`config.mk`:
```
export PLATFORM = sky130hd
export DESIGN_NAME = ldl_rr_arbiter
export DESIGN_NICKNAME = d
export VERILOG_FILES = /design/src/rtl/ldl_rr_arbiter.sv
export SDC_FILE = /design/constraint.sdc
export NUM_CORES = 1
export LEC_CHECK = 0
export CORE_ASPECT_RATIO = 1.1
export CORE_MARGIN = 5
export CORE_UTILIZATION = 42
export DETAILED_ROUTE_END_ITERATION = 10
export PLACE_DENSITY = 0.66
export SKIP_CTS_REPAIR_TIMING = 1
export SLEW_MARGIN = 40
export SYNTH_ARGS = -nofsm -noshare
export SYNTH_HDL_FRONTEND = slang
export SYNTH_SLANG_ARGS = --single-unit
```
`constraint.sdc`:
```
create_clock -name clk -period 3.78 [get_ports clk]
set_input_delay 0.945 -clock clk [delete_from_list [all_inputs] [get_ports clk]]
set_output_delay 0.945 -clock clk [all_outputs]
set_load 0.05 [all_outputs]
```
`src/rtl/ldl_rr_arbiter.sv`:
```
// Round-robin arbiter with registered one-hot grant, grant lock until release,
// and optional hold-time preemption when other requesters are waiting.
module ldl_rr_arbiter #(
   parameter  int N        = 8,
   parameter  int MAX_HOLD = 0,
   localparam int IDX_W    = $clog2(N)
) (
   input  logic             clk,
   input  logic             rst,
   input  logic [N-1:0]     req,
   output logic [N-1:0]     gnt,
   output logic             gnt_vld,
   output logic [IDX_W-1:0] gnt_idx,
   output logic [IDX_W-1:0] ptr
);

   localparam int HC_W = (MAX_HOLD > 1) ? $clog2(MAX_HOLD) : 1;
   localparam logic [HC_W-1:0] HOLD_LAST = HC_W'((MAX_HOLD > 0) ? MAX_HOLD - 1 : 0);

   typedef enum logic {S_IDLE, S_BUSY} state_t;

   // Rotate r right by p, pick the lowest set bit, rotate the index back.
   function automatic logic [IDX_W-1:0] f_winner(input logic [N-1:0] r,
                                                 input logic [IDX_W-1:0] p);
      logic [N-1:0] rot;
      int           off;
      int           sum;
      rot = N'({r, r} >> p);
      // NOTE: default before the scan so every path yields a value and no latch is implied.
      off = 0;
      for (int i = N - 1; i >= 0; i--) begin
         if (rot[i]) off = i;
      end
      sum = int'(p) + off;
      if (sum >= N) sum = sum - N;
      return IDX_W'(sum);
   endfunction

   function automatic logic [N-1:0] f_onehot(input logic [IDX_W-1:0] idx);
      logic [N-1:0] v;
      v      = '0;
      v[idx] = 1'b1;
      return v;
   endfunction

   state_t           r_state;
   logic [N-1:0]     r_gnt;
   logic             r_vld;
   logic [IDX_W-1:0] r_idx;
   logic [IDX_W-1:0] r_ptr;
   logic [HC_W-1:0]  r_hold;

   logic [IDX_W-1:0] w_next;
   logic [N-1:0]     w_others;
   logic [IDX_W-1:0] w_win_idle;
   logic [IDX_W-1:0] w_win_rel;
   logic [IDX_W-1:0] w_win_pre;
   logic             w_preempt;

   assign w_next     = (r_idx == IDX_W'(N - 1)) ? '0 : r_idx + 1'b1;
   assign w_others   = req & ~r_gnt;
   assign w_win_idle = f_winner(req, r_ptr);
   assign w_win_rel  = f_winner(req, w_next);
   assign w_win_pre  = f_winner(w_others, w_next);
   // Only consulted once the holder is known to still be requesting.
   assign w_preempt  = (MAX_HOLD > 0) && (r_hold == HOLD_LAST) && (|w_others);

   // NOTE: state is updated with non-blocking assignments so every register samples pre-edge values.
   always_ff @(posedge clk or posedge rst) begin
      if (rst) begin
         r_state <= S_IDLE;
         r_gnt   <= '0;
         r_vld   <= 1'b0;
         r_idx   <= '0;
         r_ptr   <= '0;
         r_hold  <= '0;
      end else begin
         case (r_state)
            S_IDLE: begin
               if (|req) begin
                  r_gnt   <= f_onehot(w_win_idle);
                  r_vld   <= 1'b1;
                  r_idx   <= w_win_idle;
                  r_hold  <= '0;
                  r_state <= S_BUSY;
               end
            end
            S_BUSY: begin
               if (!req[r_idx]) begin
                  r_ptr  <= w_next;
                  r_hold <= '0;
                  if (|req) begin
                     r_gnt <= f_onehot(w_win_rel);
                     r_idx <= w_win_rel;
                  end else begin
                     r_gnt   <= '0;
                     r_vld   <= 1'b0;
                     r_state <= S_IDLE;
                  end
               end else if (w_preempt) begin
                  r_ptr  <= w_next;
                  r_hold <= '0;
                  r_gnt  <= f_onehot(w_win_pre);
                  r_idx  <= w_win_pre;
               end else if (r_hold != HOLD_LAST) begin
                  r_hold <= r_hold + 1'b1;
               end
            end
            default: r_state <= S_IDLE;
         endcase
      end
   end

   assign gnt     = r_gnt;
   assign gnt_vld = r_vld;
   assign gnt_idx = r_idx;
   assign ptr     = r_ptr;

endmodule

```
==> run summary, run 1 <==
Sequential-to-total area share from yosys stat = 20.4%
FF+latch count, synth = 16
Final Critical Period = 3.52 ns
Detailed Routing Iterations Pass 1 = 4
Average cell area after synthesis = 10.0 µm²
Area leader, netlist = dfrtp_1
Die height = 81.7 µm
Max frequency = 284 MHz
Die area = 6150 µm²
Hold Path Sink = gnt[0]
DRT iter0 DRCs = 212
Status = complete, no violations
Grt ovf = 0
Post-synthesis net count = 211
Kind of end point of the critical path = flop
Num rows = 26
Req. time, crit path = 3.94 ns
CP Class = in2reg
Cells after Synth = 196
Cts bufs inserted = 3
Layout area overhead = 39.1%
Top-count cell post-synth = nor2_1
Tcrit/Tclk final = 93.2%
Starting density of the core = 42.8%
Routed len/inst = 17.0 µm
Yosys warning count = 0
Fin util = 59.6%
Post-synth EDFFs = 0
Antenna violations before repair = 0
RSZ-0062 raised after global routing = false
Reg2reg setup slack = 0.28 ns
Clock tree sinks = 16
Met1 Track Usage GR = 23.6%
Slew Limit Fails = 0
HP Start = gnt[0]
FF-to-FF End = gnt[7]
Fillers = 391
Nets@finish = 277
Top Usage Layer GRT = met2
First-pass GRT wire length = 8190 µm
Io pins = 25
CTS tree = built
Final hold viol count = 0
Synth area leaders = dfrtp_1 (20%), mux4_2 (13%), mux2i_1 (5.1%)
Placement Setup Slack = -0.396 ns
Cells on Worst Hold Path = 2
Fin area = 2730 µm²
Clock Path Buffers = 2
Synth cell types = 65
Largest net degree at the start of global routing = 17
Vias per cell = 5.89
CTS root buf = clkbuf_8
Post-synth top flop = dfrtp_1
Crit start category = input pin
Tightest Hold Check Type = reg2reg
All-layer global routing usage = 17.0%
Netlist Area Pre-Place = 1960 µm²
Core ar. = 4590 µm²
Commonest cells post-synth = nor2_1 (17), dfrtp_1 (16), mux4_2 (11)
Antenna cells = 0
Worst-Skew Late Latency = 0.25 ns
Routing usage on met2 = 29.0%
Htree depth = 1
Dpl cell area = 2520 µm²
Worst-Margin Slew = 0.718 ns
Remaining DRCs = 0
Share of the synthesized area in the top cell type = 20.4%
RD Place Congestion = 0.827
Layout cells sized above 1 = 44.1%
Asr flop ratio synth = 100%
Post-DP HPWL = 4020 µm
Clock Skew = 0.00565 ns
R2R depth = 11
CP startpoint = req[0]
Crit path arrival time = 3.69 ns
Clock-pin slew on the worst setup and hold paths = 0.06 ns
Overall routed net length = 5390 µm
DRT antenna net count = 0
DR vias = 1,868
Count of input and output buffers = 24
Vias in the first global route = 1,745
R2R Path Start = gnt_idx[0]
Slew Limit Headroom = 52.1%
Setup WS post-layout = 0.257 ns
Grt met3 use = 2.45%
Maxcap violations = 0
Worst Path Max Fanout = 6
Die X = 75.2 µm
Final setup vio count = 0
-- cell usage in the layout (no fill, tap or decap), types with 3 or more instances in the layout --
cell type / n
mux4_2: 11
nor2_1: 16
a21oi_2: 4
nand2_1: 9
nor3_2: 3
mux2i_1: 9
o22ai_1: 3
o21ai_0: 5
o21ai_1: 3
dfrtp_1: 14
o31ai_2: 4
o31ai_1: 5
clkdlybuf4s50_1: 16
clkbuf_8: 3
mux2_4: 4
a32oi_1: 4
dlymetal6s2s_1: 8
a21oi_1: 5
nand2b_1: 4
inv_1: 9
mux2_1: 4
nand3_1: 3
o22ai_2: 3
buf_4: 41
buf_6: 6
-- cell type report --
class	count	area, µm²	area share, %
Multi-Input combinational cell	160	1540	56.4
Timing Repair Buffer	71	636	23.3
Sequential cell	16	403	14.7
Tap cell	56	70.1	2.56
Clock buffer	4	45.0	1.65
Inverter	10	37.5	1.37
-- layer usage --
metal,part of all wire [%],up-vias,wire (µm)
met3,3.7,2,198
li1,-,896,-
met1,43,930,2330
met2,53,40,2840
met4,0.35,0,19
met5,0,-,0
-- worst max path at each step --
stage / slack, ns / endpoint
after floorplan: 0.008 / gnt[3]
after global placement: -0.29 / gnt[6]
after detailed placement: -0.40 / gnt[6]
after CTS: -0.14 / gnt[6]
after global routing: 0.10 / gnt[7]
final: 0.26 / gnt[6]
-- metrics by stage --
stage / instances / hold slack, ns / TNS (ns)
finish: 317 / 0.499 / 0
global route: 317 / 0.528 / 0
CTS: 317 / 0.496 / -0.521
global placement: 313 / 0.489 / -2.32
detailed placement: 313 / 0.483 / -2.85
floorplan: 196 / 0.570 / 0
-- sequential cells by signal, summed over array words and instances (netlist names) --
| signal | count |
|---|---|
| ptr | 3 |
| gnt | 8 |
| gnt_idx | 3 |
| gnt_vld | 1 |
| r_state | 1 |
-- cells by family (layout without fill, tap and decap cells) --
group                    after synthesis  after routing  synth area share (%)
adder cells (fa/ha/maj)                6              6                  4.52
AND/OR/NAND/NOR                       55             55                  15.7
flip-flops                            16             16                  20.4
AO/OA/AOI/OAI                         64             64                  25.8
buffers and inverters                 20             85                  7.32
XOR/XNOR                               5              5                  2.61
multiplexers                          30             30                  23.6
-- worst max-delay path, cell delays in order --
cell and delay (ns):
dlymetal6s2s_1 0.15, buf_4 0.16, mux4_2 0.50, a21oi_2 0.14, nor3_2 0.05, o21ai_1 0.15, nand2b_1 0.07, a32o_2 0.24
ha_1 0.17, inv_1 0.09, fa_2 0.49, nor3_2 0.30, a22oi_1 0.14, o31ai_2 0.10
Power of run 1 is left out: the tool's default activity adds up to more than one toggle a clock period on the data nets, which glitch-free logic cannot reach.
==> run 2, diff against run 1 <==
Settings changed: SKIP_LAST_GASP set to 1.
==> results of run 2 <==
The final DEF is identical to that of run 1; final timing and power are the same.
Power of run 2 is left out for the same reason.
